File: config.mk
export PLATFORM = sky130hd
export DESIGN_NAME = cache_controller_flat
export DESIGN_NICKNAME = d
export VERILOG_FILES = /design/src/rtl/cache_ctrl_pkg.sv /design/src/rtl/cache_controller_if.sv /design/src/rtl/cache_stats.sv /design/src/rtl/cache_controller.sv /design/src/flat_wrapper.sv
export SDC_FILE = /design/constraint.sdc
export NUM_CORES = 1
export LEC_CHECK = 0
export ABC_CLOCK_PERIOD_IN_PS = 4200
export CAP_MARGIN = 20
export CELL_PAD_IN_SITES_DETAIL_PLACEMENT = 2
export CELL_PAD_IN_SITES_GLOBAL_PLACEMENT = 2
export CORE_MARGIN = 2
export CORE_UTILIZATION = 37
export CTS_BUF_LIST = sky130_fd_sc_hd__clkbuf_2 sky130_fd_sc_hd__clkbuf_4 sky130_fd_sc_hd__clkbuf_8
export DETAILED_ROUTE_END_ITERATION = 10
export MAX_ROUTING_LAYER = met4
export PLACE_DENSITY_LB_ADDON = 0.1
export SLEW_MARGIN = 20
export SYNTH_ARGS = -nofsm -noshare
export SYNTH_HDL_FRONTEND = slang
export SYNTH_SLANG_ARGS = --single-unit
File: constraint.sdc
create_clock -name clk -period 4.2 [get_ports clk]
set_input_delay 1.05 -clock clk [delete_from_list [all_inputs] [get_ports clk]]
set_output_delay 1.05 -clock clk [all_outputs]
set_load 0.02 [all_outputs]
File: src/rtl/cache_ctrl_pkg.sv
// Shared types and address-field geometry for the data cache controller.
// Build option CACHE_STATS_EN adds the load hit/miss counters.
package cache_ctrl_pkg;

  localparam int INDEX_COUNT = 256;
  localparam int DATA_W = 11;
  localparam int TAG_W = 20;
  localparam int IDX_W = $clog2(INDEX_COUNT);
  localparam int ADDR_W = TAG_W + IDX_W;
  localparam int LINE_W = TAG_W + DATA_W + 1;

  typedef enum logic [2:0] {
    IDLE,
    LOOKUP,
    COMPARE,
    MEM_REQ,
    MEM_WAIT,
    FILL,
    WT_REQ,
    RESP
  } state_t;

  typedef struct packed {
    logic              valid;
    logic [TAG_W-1:0]  tag;
    logic [DATA_W-1:0] data;
  } line_t;

  function automatic logic [IDX_W-1:0] addr_idx(
    input logic [ADDR_W-1:0] a
  );
    return a[IDX_W-1:0];
  endfunction

  function automatic logic [TAG_W-1:0] addr_tag(
    input logic [ADDR_W-1:0] a
  );
    return a[ADDR_W-1:IDX_W];
  endfunction

endpackage

File: src/rtl/cache_controller_if.sv
// CPU, memory-bus and array signals of the cache controller.
// slave = controller side, master = CPU/memory/array side.
interface cache_controller_if;
  import cache_ctrl_pkg::*;

  logic              cpu_req_valid;
  logic              cpu_req_ready;
  logic              cpu_req_we;
  logic [ADDR_W-1:0] cpu_req_addr;
  logic [DATA_W-1:0] cpu_req_wdata;
  logic              cpu_flush;
  logic              cpu_resp_valid;
  logic              cpu_resp_ready;
  logic [DATA_W-1:0] cpu_resp_rdata;

  logic              arr_enable;
  logic              arr_rd_wr_sel;
  logic [IDX_W-1:0]  arr_index_sel;
  logic [LINE_W-1:0] arr_write_index;
  logic [DATA_W-1:0] arr_read_data;
  logic [TAG_W-1:0]  arr_cache_tag;

  logic              mem_req_valid;
  logic              mem_req_ready;
  logic              mem_req_we;
  logic [ADDR_W-1:0] mem_req_addr;
  logic [DATA_W-1:0] mem_req_wdata;
  logic              mem_resp_valid;
  logic [DATA_W-1:0] mem_resp_rdata;

  modport slave (
    input  cpu_req_valid, cpu_req_we,
    input  cpu_req_addr, cpu_req_wdata,
    input  cpu_flush, cpu_resp_ready,
    output cpu_req_ready, cpu_resp_valid,
    output cpu_resp_rdata,
    output arr_enable, arr_rd_wr_sel,
    output arr_index_sel, arr_write_index,
    input  arr_read_data, arr_cache_tag,
    output mem_req_valid, mem_req_we,
    output mem_req_addr, mem_req_wdata,
    input  mem_req_ready,
    input  mem_resp_valid, mem_resp_rdata
  );

  modport master (
    output cpu_req_valid, cpu_req_we,
    output cpu_req_addr, cpu_req_wdata,
    output cpu_flush, cpu_resp_ready,
    input  cpu_req_ready, cpu_resp_valid,
    input  cpu_resp_rdata,
    input  arr_enable, arr_rd_wr_sel,
    input  arr_index_sel, arr_write_index,
    output arr_read_data, arr_cache_tag,
    input  mem_req_valid, mem_req_we,
    input  mem_req_addr, mem_req_wdata,
    output mem_req_ready,
    output mem_resp_valid, mem_resp_rdata
  );

endinterface

File: src/rtl/cache_stats.sv
// Saturating load hit/miss counters.
// Only compiled when CACHE_STATS_EN is defined.
`ifdef CACHE_STATS_EN
module cache_stats (
  input  logic        clk,
  input  logic        rst,
  input  logic        hit_inc,
  input  logic        miss_inc,
  output logic [31:0] hit_count,
  output logic [31:0] miss_count
);

  logic [31:0] hit_q, hit_d;
  logic [31:0] miss_q, miss_d;

  always_comb begin
    hit_d = hit_q;
    miss_d = miss_q;
    if (hit_inc && hit_q != '1)
      hit_d = hit_q + 32'd1;
    if (miss_inc && miss_q != '1)
      miss_d = miss_q + 32'd1;
  end

  always_ff @(posedge clk or negedge rst) begin
    if (!rst) begin
      hit_q <= '0;
      miss_q <= '0;
    end else begin
      hit_q <= hit_d;
      miss_q <= miss_d;
    end
  end

  assign hit_count = hit_q;
  assign miss_count = miss_q;

endmodule
`endif

File: src/rtl/cache_controller.sv
// Direct-mapped, write-through, no-write-allocate cache sequencer.
// Define CACHE_STATS_EN to add hit_count/miss_count outputs.
module cache_controller
  import cache_ctrl_pkg::*;
(
  input logic clk,
  input logic rst,
  cache_controller_if.slave bus
`ifdef CACHE_STATS_EN
  ,
  output logic [31:0] hit_count,
  output logic [31:0] miss_count
`endif
);

  state_t state_q, state_d;
  logic we_q, we_d;
  logic [ADDR_W-1:0] addr_q, addr_d;
  logic [DATA_W-1:0] wdata_q, wdata_d;
  logic [DATA_W-1:0] rdata_q, rdata_d;
  logic [INDEX_COUNT-1:0] valid_q, valid_d;

  logic [IDX_W-1:0] idx;
  logic [TAG_W-1:0] tag;
  logic hit;
  logic ready;
  line_t wr_line;

  assign idx = addr_idx(addr_q);
  assign tag = addr_tag(addr_q);
  // the array tag follows index_sel combinationally
  assign hit = valid_q[idx] && (bus.arr_cache_tag == tag);
  assign bus.cpu_req_ready = ready && rst;
  assign bus.arr_write_index = wr_line;

  always_comb begin
    state_d = state_q;
    we_d = we_q;
    addr_d = addr_q;
    wdata_d = wdata_q;
    rdata_d = rdata_q;
    valid_d = valid_q;
    ready = 1'b0;
    wr_line = '0;
    bus.cpu_resp_valid = 1'b0;
    bus.cpu_resp_rdata = '0;
    bus.arr_enable = 1'b0;
    bus.arr_rd_wr_sel = 1'b0;
    bus.arr_index_sel = '0;
    bus.mem_req_valid = 1'b0;
    bus.mem_req_we = 1'b0;
    bus.mem_req_addr = '0;
    bus.mem_req_wdata = '0;
    unique case (state_q)
      IDLE: begin
        if (bus.cpu_flush) begin
          valid_d = '0;
        end else begin
          ready = 1'b1;
          if (bus.cpu_req_valid) begin
            we_d = bus.cpu_req_we;
            addr_d = bus.cpu_req_addr;
            wdata_d = bus.cpu_req_wdata;
            state_d = LOOKUP;
          end
        end
      end
      LOOKUP: begin
        bus.arr_enable = 1'b1;
        bus.arr_index_sel = idx;
        state_d = COMPARE;
      end
      COMPARE: begin
        bus.arr_index_sel = idx;
        if (we_q) begin
          rdata_d = '0;
          state_d = WT_REQ;
          if (hit) begin
            bus.arr_enable = 1'b1;
            bus.arr_rd_wr_sel = 1'b1;
            wr_line = '{valid: 1'b1, tag: tag, data: wdata_q};
          end
        end else if (hit) begin
          rdata_d = bus.arr_read_data;
          state_d = RESP;
        end else begin
          state_d = MEM_REQ;
        end
      end
      MEM_REQ: begin
        bus.mem_req_valid = 1'b1;
        bus.mem_req_addr = addr_q;
        if (bus.mem_req_ready)
          state_d = MEM_WAIT;
      end
      MEM_WAIT: begin
        if (bus.mem_resp_valid) begin
          rdata_d = bus.mem_resp_rdata;
          state_d = FILL;
        end
      end
      FILL: begin
        bus.arr_enable = 1'b1;
        bus.arr_rd_wr_sel = 1'b1;
        bus.arr_index_sel = idx;
        wr_line = '{valid: 1'b1, tag: tag, data: rdata_q};
        valid_d[idx] = 1'b1;
        state_d = RESP;
      end
      WT_REQ: begin
        bus.mem_req_valid = 1'b1;
        bus.mem_req_we = 1'b1;
        bus.mem_req_addr = addr_q;
        bus.mem_req_wdata = wdata_q;
        if (bus.mem_req_ready)
          state_d = RESP;
      end
      RESP: begin
        bus.cpu_resp_valid = 1'b1;
        bus.cpu_resp_rdata = rdata_q;
        if (bus.cpu_resp_ready)
          state_d = IDLE;
      end
      default: state_d = IDLE;
    endcase
  end

  always_ff @(posedge clk or negedge rst) begin
    if (!rst) begin
      state_q <= IDLE;
      we_q <= 1'b0;
      addr_q <= '0;
      wdata_q <= '0;
      rdata_q <= '0;
      valid_q <= '0;
    end else begin
      state_q <= state_d;
      we_q <= we_d;
      addr_q <= addr_d;
      wdata_q <= wdata_d;
      rdata_q <= rdata_d;
      valid_q <= valid_d;
    end
  end

`ifdef CACHE_STATS_EN
  logic hit_inc;
  logic miss_inc;

  assign hit_inc = (state_q == COMPARE) && !we_q && hit;
  assign miss_inc = (state_q == COMPARE) && !we_q && !hit;

  cache_stats u_stats (
    .clk        (clk),
    .rst        (rst),
    .hit_inc    (hit_inc),
    .miss_inc   (miss_inc),
    .hit_count  (hit_count),
    .miss_count (miss_count)
  );
`endif

endmodule
File: src/flat_wrapper.sv
// flat-port wrapper written by rule: the top's interface ports become plain ports
module cache_controller_flat import cache_ctrl_pkg::*;
  (clk, rst, bus_cpu_req_valid, bus_cpu_req_we, bus_cpu_req_addr, bus_cpu_req_wdata, bus_cpu_flush, bus_cpu_resp_ready, bus_cpu_req_ready, bus_cpu_resp_valid, bus_cpu_resp_rdata, bus_arr_enable, bus_arr_rd_wr_sel, bus_arr_index_sel, bus_arr_write_index, bus_arr_read_data, bus_arr_cache_tag, bus_mem_req_valid, bus_mem_req_we, bus_mem_req_addr, bus_mem_req_wdata, bus_mem_req_ready, bus_mem_resp_valid, bus_mem_resp_rdata);
  cache_controller_if bus_i ();
  input logic clk;
  input logic rst;
  input wire logic [$bits(bus_i.cpu_req_valid)-1:0] bus_cpu_req_valid;
  input wire logic [$bits(bus_i.cpu_req_we)-1:0] bus_cpu_req_we;
  input wire logic [$bits(bus_i.cpu_req_addr)-1:0] bus_cpu_req_addr;
  input wire logic [$bits(bus_i.cpu_req_wdata)-1:0] bus_cpu_req_wdata;
  input wire logic [$bits(bus_i.cpu_flush)-1:0] bus_cpu_flush;
  input wire logic [$bits(bus_i.cpu_resp_ready)-1:0] bus_cpu_resp_ready;
  output wire logic [$bits(bus_i.cpu_req_ready)-1:0] bus_cpu_req_ready;
  output wire logic [$bits(bus_i.cpu_resp_valid)-1:0] bus_cpu_resp_valid;
  output wire logic [$bits(bus_i.cpu_resp_rdata)-1:0] bus_cpu_resp_rdata;
  output wire logic [$bits(bus_i.arr_enable)-1:0] bus_arr_enable;
  output wire logic [$bits(bus_i.arr_rd_wr_sel)-1:0] bus_arr_rd_wr_sel;
  output wire logic [$bits(bus_i.arr_index_sel)-1:0] bus_arr_index_sel;
  output wire logic [$bits(bus_i.arr_write_index)-1:0] bus_arr_write_index;
  input wire logic [$bits(bus_i.arr_read_data)-1:0] bus_arr_read_data;
  input wire logic [$bits(bus_i.arr_cache_tag)-1:0] bus_arr_cache_tag;
  output wire logic [$bits(bus_i.mem_req_valid)-1:0] bus_mem_req_valid;
  output wire logic [$bits(bus_i.mem_req_we)-1:0] bus_mem_req_we;
  output wire logic [$bits(bus_i.mem_req_addr)-1:0] bus_mem_req_addr;
  output wire logic [$bits(bus_i.mem_req_wdata)-1:0] bus_mem_req_wdata;
  input wire logic [$bits(bus_i.mem_req_ready)-1:0] bus_mem_req_ready;
  input wire logic [$bits(bus_i.mem_resp_valid)-1:0] bus_mem_resp_valid;
  input wire logic [$bits(bus_i.mem_resp_rdata)-1:0] bus_mem_resp_rdata;
  assign bus_i.cpu_req_valid = bus_cpu_req_valid;
  assign bus_i.cpu_req_we = bus_cpu_req_we;
  assign bus_i.cpu_req_addr = bus_cpu_req_addr;
  assign bus_i.cpu_req_wdata = bus_cpu_req_wdata;
  assign bus_i.cpu_flush = bus_cpu_flush;
  assign bus_i.cpu_resp_ready = bus_cpu_resp_ready;
  assign bus_cpu_req_ready = bus_i.cpu_req_ready;
  assign bus_cpu_resp_valid = bus_i.cpu_resp_valid;
  assign bus_cpu_resp_rdata = bus_i.cpu_resp_rdata;
  assign bus_arr_enable = bus_i.arr_enable;
  assign bus_arr_rd_wr_sel = bus_i.arr_rd_wr_sel;
  assign bus_arr_index_sel = bus_i.arr_index_sel;
  assign bus_arr_write_index = bus_i.arr_write_index;
  assign bus_i.arr_read_data = bus_arr_read_data;
  assign bus_i.arr_cache_tag = bus_arr_cache_tag;
  assign bus_mem_req_valid = bus_i.mem_req_valid;
  assign bus_mem_req_we = bus_i.mem_req_we;
  assign bus_mem_req_addr = bus_i.mem_req_addr;
  assign bus_mem_req_wdata = bus_i.mem_req_wdata;
  assign bus_i.mem_req_ready = bus_mem_req_ready;
  assign bus_i.mem_resp_valid = bus_mem_resp_valid;
  assign bus_i.mem_resp_rdata = bus_mem_resp_rdata;
  cache_controller u_core (.clk(clk), .rst(rst), .bus(bus_i));
endmodule
==> results of run 1 <==
[metal layers]
| metal | share of wire [%] | vias to the layer above | track usage, % | routed length, microns |
|---|---|---|---|---|
| met4 | 2.9 | 0 | 10.5 | 1650 |
| met3 | 5.4 | 110 | 5.14 | 3090 |
| li1 | - | 5389 | - | - |
| met5 | 0 | - | - | 0 |
| met2 | 48 | 366 | 45.5 | 27000 |
| met1 | 44 | 6472 | 37.0 | 24900 |
[synthesized netlist by cell type, types with 2 or more instances]
cell | n | area share, %
a221oi_1 | 2 | 0.12
nor3_1 | 13 | 0.44
buf_2 | 11 | 0.38
nand2_1 | 17 | 0.44
and3_1 | 30 | 1.3
dfrtp_1 | 310 | 53
o221a_2 | 12 | 0.92
nor2_1 | 295 | 7.6
nand3b_1 | 3 | 0.15
o21ai_0 | 14 | 0.48
mux2i_1 | 9 | 0.62
xor2_1 | 13 | 0.78
nand2b_1 | 10 | 0.43
nand4_1 | 5 | 0.21
a211oi_1 | 2 | 0.10
o211ai_1 | 3 | 0.15
xnor2_1 | 8 | 0.48
o21bai_1 | 2 | 0.10
a31oi_1 | 5 | 0.21
a21oi_1 | 261 | 8.9
o221a_1 | 10 | 0.77
o22ai_1 | 7 | 0.30
nor4_1 | 4 | 0.17
nand3_1 | 9 | 0.31
a22oi_1 | 6 | 0.31
nor2b_2 | 7 | 0.42
nor2b_1 | 26 | 1.1
and3b_1 | 2 | 0.12
buf_12 | 2 | 0.27
buf_4 | 5 | 0.26
inv_1 | 15 | 0.38
and2_1 | 28 | 1.2
or3_1 | 2 | 0.085
nand3_2 | 2 | 0.14
mux4_2 | 59 | 9.1
a22o_1 | 12 | 0.72
buf_1 | 9 | 0.23
clkbuf_1 | 84 | 2.2
mux2_2 | 50 | 3.8
buf_6 | 6 | 0.46
[stage by stage]
stage	cells	instance area, sq um	setup WS [ps]
after floorplan	1386	14600	575
after global placement	2083	17700	-549
after detailed placement	2083	17700	-666
after CTS	2191	19200	-404
after global routing	2194	19200	-484
final	2194	19200	-434
[layout make-up]
cell class	instances	area share, %
flip-flops and latches	310	40.4
multi-input cells	943	34.0
repair buffers	312	16.2
clock buffers	84	5.39
well taps	518	3.37
clock inverters	8	0.351
inverters	16	0.312
diodes	3	0.0390
[registers in the layout (all words and copies together), names as in the netlist]
register and count:
u_core.wdata_q 11, u_core.rdata_q 11, u_core.we_q 1, u_core.state_q 3, u_core.addr_q 28, u_core.valid_q 256
[cell families (layout without fill, tap and decap cells)]
group,after synthesis,in the layout
flip-flops,310,310
XOR/XNOR,21,21
AO/OA/AOI/OAI,347,347
other,0,3
AND/OR/NAND/NOR,457,457
multiplexers,118,118
buffers and inverters,133,420
[final timing paths]
check	cells past startpoint	slack, ps	start	endpoint
max in group asynchronous	3	1970	rst	u_core.addr_q[3]
min in group clk	2	490	u_core.valid_q[31]	u_core.valid_q[31]
worst max register to register	13	730	u_core.addr_q[1]	u_core.rdata_q[10]
worst min register to register	2	490	u_core.valid_q[31]	u_core.valid_q[31]
worst min-delay path	1	270	rst	u_core.wdata_q[6]
worst max-delay path	13	-430	u_core.addr_q[1]	bus_arr_write_index[20]
[report_power, final]
part / switching [mW] / internal, mW / total, mW
registers: 1.09 / 4.36 / 5.45
logic: 3.88 / 3.41 / 7.29
clock network: 1.29 / 1.61 / 2.90
total: 6.26 / 9.39 / 15.6
[repair_timing]
action,CTS,global route
endpoints found under the setup margin,34,34
cloned,3,0
gates resized for setup,239,16
buffers inserted,15,1
pin swaps,15,6
==> results.json, run 1 <==
{
  "status": "finished with violations",
  "violations": "setup timing",
  "p_total_mw": 15.6,
  "htreeDepth": 2,
  "syn_inst": 1386,
  "die_area_sq_um": 41200,
  "utilization_pct": 49.5,
  "die_x_microns": 203,
  "multi_input_area_sq_um": 6540,
  "fin_nets": 1725,
  "clock_latency_ps": 640,
  "ant_nets": 0,
  "avgViaCountPerCell": 5.62,
  "ys_warn_count": 0,
  "cts.path.max_buffers": 3,
  "final_cell_mix": "307 x dfrtp_1, 293 x nor2_1, 259 x a21oi_1",
  "via_count": 12300,
  "drcViolationCount": 0,
  "syn_nets": 1475,
  "numCtsBuffers": 53,
  "fp-row-count": 72,
  "antenna_found_initial": 3,
  "drv_cap": 0,
  "synth-edff-count": 0,
  "seqCellArea_sq_um": 7760,
  "synth_compound_area_share_pct": 13.8,
  "max_slew_margin_pct": 30.2,
  "cp_top_family": "compound AO/OA/AOI/OAI gates",
  "fillers": 3879,
  "synth_cell_type_count": 56,
  "setup_slack_ps": -434,
  "drv_slew": 0,
  "synth-xor-area-share_pct": 1.26,
  "hold_buffers": 0,
  "worst_slew_pin_slew_ps": 1040,
  "period_needed_ps": 4630,
  "crit_path_start_kind": "flip-flop",
  "grt_max_degree": 166,
  "end_kind": "primary output",
  "period_share_pct": 110,
  "grt_pass1_wl_mm": 86.9,
  "grt_pass1_vias": 13700,
  "worstPathRequired_ps": 3150,
  "tns_ps": -11960,
  "final_common_cell": "dfrtp_1",
  "ys_seq_area_share_pct": 53.0,
  "synth_area_sq_um": 14600,
  "cts_tree": "done",
  "finalHoldViolations": 0,
  "track_usage_pct": 28.7,
  "root_buffer": "clkbuf_8",
  "path_cells": "buf_6 > buf_4 > buf_12 > mux4_2 > mux2i_2 > o211ai_1 > a21oi_2 > o311ai_4 > nand3_4 > o21a_4 > buf_16 > nor2b_2 > buf_6",
  "synth_ff_type": "dfrtp_1",
  "max_stage_delay_ps": 580,
  "synth.avg_cell_area_sq_um": 10.6,
  "overflow": 0,
  "synthAdderAreaFrac_pct": 0,
  "power_leakage_nw": 8.83,
  "synth_top_family_by_area": "simple AND/OR/NAND/NOR gates",
  "muxShareOfSynthArea_pct": 13.5,
  "place.gp.congestion": 0.830,
  "initial_core_util_pct": 37.7,
  "wirelength_mm": 56.7,
  "yosys.area_share.simple_pct": 14.3,
  "critPathBufInv": 5,
  "first_pass_iters": 4,
  "hpwl_mm": 37.0,
  "io_pins": 185,
  "ir_worst_vdd_mv": 0.320,
  "crit_path_frequent_cell": "buf_6",
  "layout-drive-gt1-share_pct": 25.8,
  "ys_ff_latch": 310,
  "hold_path.class": "input pin to asynchronous set/reset pin",
  "die_y_microns": 203,
  "first_iter_violations": 714,
  "area_growth_pct": 31.4,
  "critPathArrivalTime_ps": 3580,
  "cp_max_fo": 9,
  "finalClockSkew_ps": 27.7,
  "core-area_sq_um": 38800,
  "async_reset_ff_share_pct": 100,
  "rsz0062_at_grt": "true",
  "cts.sinks": 310,
  "holdWs_ps": 273,
  "path_class": "flip-flop to primary output",
  "path_clk_slew_ps": 60,
  "setup_viol": 34,
  "cp_slowest_cell": "dfrtp_4",
  "p_per_area_nw_per_um2": 813,
  "fmax_mhz": 216,
  "io_buffers": 184,
  "wl_per_cell_microns": 25.8
}
No activity file was read; power rests on OpenSTA's default activity.
==> run 2: changes to the inputs <==
--- a/config.mk
+++ b/config.mk
@@ -13,6 +13,7 @@
 export CORE_UTILIZATION = 37
 export CTS_BUF_LIST = sky130_fd_sc_hd__clkbuf_2 sky130_fd_sc_hd__clkbuf_4 sky130_fd_sc_hd__clkbuf_8
 export DETAILED_ROUTE_END_ITERATION = 10
+export GPL_ROUTABILITY_DRIVEN = 1
 export MAX_ROUTING_LAYER = met4
 export PLACE_DENSITY_LB_ADDON = 0.1
 export SLEW_MARGIN = 20
==> results of run 2 <==
The final DEF is identical to that of run 1; final timing and power are the same.
==> run 3: changes to the inputs <==
--- a/config.mk
+++ b/config.mk
@@ -16,6 +16,7 @@
 export GPL_ROUTABILITY_DRIVEN = 1
 export MAX_ROUTING_LAYER = met4
 export PLACE_DENSITY_LB_ADDON = 0.1
+export SKIP_CTS_REPAIR_TIMING = 1
 export SLEW_MARGIN = 20
 export SYNTH_ARGS = -nofsm -noshare
 export SYNTH_HDL_FRONTEND = slang
==> results.json, run 3 (synthesis gave the netlist of run 1 again) <==
{
  "status": "finished with violations",
  "violations": "setup timing",
  "rsz0062_at_grt": "true",
  "layout-drive-gt1-share_pct": 26.9,
  "final_cell_mix": "307 x dfrtp_1, 293 x nor2_1, 258 x a21oi_1",
  "drv_cap": 0,
  "fin_nets": 1740,
  "cts.sinks": 310,
  "grt_pass1_vias": 13500,
  "cp_max_fo": 6,
  "core-area_sq_um": 38800,
  "largest_reg_flops": 256,
  "die_y_microns": 203,
  "antenna_found_initial": 3,
  "top_register": "u_core.valid_q",
  "die_x_microns": 203,
  "holdWs_ps": 275,
  "seq_power_share_pct": 34.3,
  "p_sw_share_pct": 40.0,
  "fillers": 3905,
  "combPwrFrac_pct": 47.4,
  "drv_slew": 0,
  "overflow": 0,
  "cts_tree": "done",
  "top_regs": "u_core.valid_q (256), u_core.addr_q (28)",
  "p_per_area_nw_per_um2": 821,
  "max_slew_margin_pct": 26.6,
  "first_iter_violations": 656,
  "fp-row-count": 72,
  "track_usage_pct": 27.8,
  "worstPathRequired_ps": 3150,
  "r2r-end": "u_core.rdata_q[10]",
  "path_class": "flip-flop to primary output",
  "switching_power_mw": 6.34,
  "clock_latency_ps": 640,
  "drcViolationCount": 0,
  "crit_path_start_kind": "flip-flop",
  "place_ws_ps": -666,
  "p_clk_share_pct": 18.3,
  "wirelength_mm": 57.3,
  "hold_path.class": "input pin to asynchronous set/reset pin",
  "critPathArrivalTime_ps": 3540,
  "ant_nets": 0,
  "place.gp.congestion": 0.830,
  "ir_worst_vdd_mv": 0.320,
  "power_leakage_nw": 8.91,
  "numCtsBuffers": 53,
  "wl_per_cell_microns": 25.9,
  "seqCellArea_sq_um": 7760,
  "setup_viol": 34,
  "p_int_mw": 9.51,
  "utilization_pct": 49.7,
  "finalHoldViolations": 0,
  "grt_pass1_wl_mm": 84.5,
  "avgViaCountPerCell": 5.60,
  "finalClockSkew_ps": 21.8,
  "root_buffer": "clkbuf_8",
  "layout.cells.non_filler": 2209,
  "final_common_cell": "dfrtp_1",
  "area_growth_pct": 31.9,
  "via_count": 12400,
  "period_needed_ps": 4590,
  "worst_slew_pin_slew_ps": 1090,
  "hpwl_mm": 37.0,
  "initial_core_util_pct": 37.7,
  "dp.cells": 2083,
  "setup_slack_ps": -385,
  "tns_ps": -11490,
  "io_pins": 185,
  "grt_max_degree": 166,
  "r2r_slack_ps": 760,
  "period_share_pct": 109,
  "end_kind": "primary output",
  "multi_input_area_sq_um": 6600,
  "first_pass_iters": 4,
  "die_area_sq_um": 41200,
  "reg2regPathDepth": 12,
  "r2r-start": "u_core.addr_q[1]",
  "htreeDepth": 2,
  "cts.path.max_buffers": 3,
  "path_clk_slew_ps": 60,
  "fmax_mhz": 218,
  "io_buffers": 184
}
==> run 3: changes by cell type in the layout (fill, tap and decap cells not counted), moves of 2 or more <==
cell,previous run,this run
clkbuf_2,0,14
nor2b_1,15,17
clkbuf_16,0,3
o22ai_2,0,3
buf_4,103,125
o22ai_1,7,4
buf_6,36,12
==> run 3: stage by stage <==
| step | instance area, sq um | power, mW |
|---|---|---|
| 2_1_floorplan | 14600 | 9.17 |
| 3_3_place_gp | 17700 | 11.9 |
| 3_5_place_dp | 17700 | 12.2 |
| 4_1_cts | 18800 | 15.2 |
| 5_1_grt | 19300 | 16.8 |
| 6_report | 19300 | 15.9 |
==> run 3: worst max-delay path by stage <==
stage	cells after the start	endpoint	slack, ps	from
after CTS	12	bus_arr_enable	-1040	u_core.addr_q[1]
after floorplan	9	bus_arr_write_index[31]	580	bus_arr_cache_tag[6]
after global routing	13	bus_arr_write_index[27]	-490	u_core.addr_q[1]
final	13	bus_arr_write_index[27]	-390	u_core.addr_q[1]
after detailed placement	11	bus_arr_write_index[22]	-670	bus_arr_cache_tag[19]
after global placement	11	bus_arr_write_index[15]	-550	bus_arr_cache_tag[19]
==> run 3: area by class of cell <==
class | instances | share of cell area (%)
diodes | 3 | 0.0389
clock buffers | 84 | 5.37
clock inverters | 8 | 0.350
inverters | 16 | 0.311
multi-input cells | 943 | 34.2
flip-flops and latches | 310 | 40.2
well taps | 518 | 3.36
repair buffers | 327 | 16.2
==> run 3: routing by layer <==
layer  track usage (%)  vias to the layer above  share of wire [%]
met5                 -                        -                  0
met4              9.96                        0                3.5
met3              4.37                      124                5.0
met2              44.1                      361                 47
met1              36.4                     6480                 44
li1                  -                     5405                  -
==> run 3: critical path, stage by stage, from the launching register on <==
cell	delay [ps]
dfrtp_4	530
buf_12	170
buf_4	140
buf_12	130
mux4_2	230
mux2i_2	90
o211ai_1	240
a21oi_2	80
o311ai_4	370
nand3_4	150
o21a_4	280
clkbuf_16	180
nor2b_1	130
buf_4	160
==> run 3: power by group through the flow <==
stage	logic [mW]	registers, mW	clock network, mW
2_1_floorplan	4.21	4.96	0
5_1_grt	8.09	5.59	3.10
3_3_place_gp	6.55	5.35	0
4_1_cts	6.84	5.41	2.99
6_report	7.52	5.43	2.90
3_5_place_dp	6.80	5.43	0
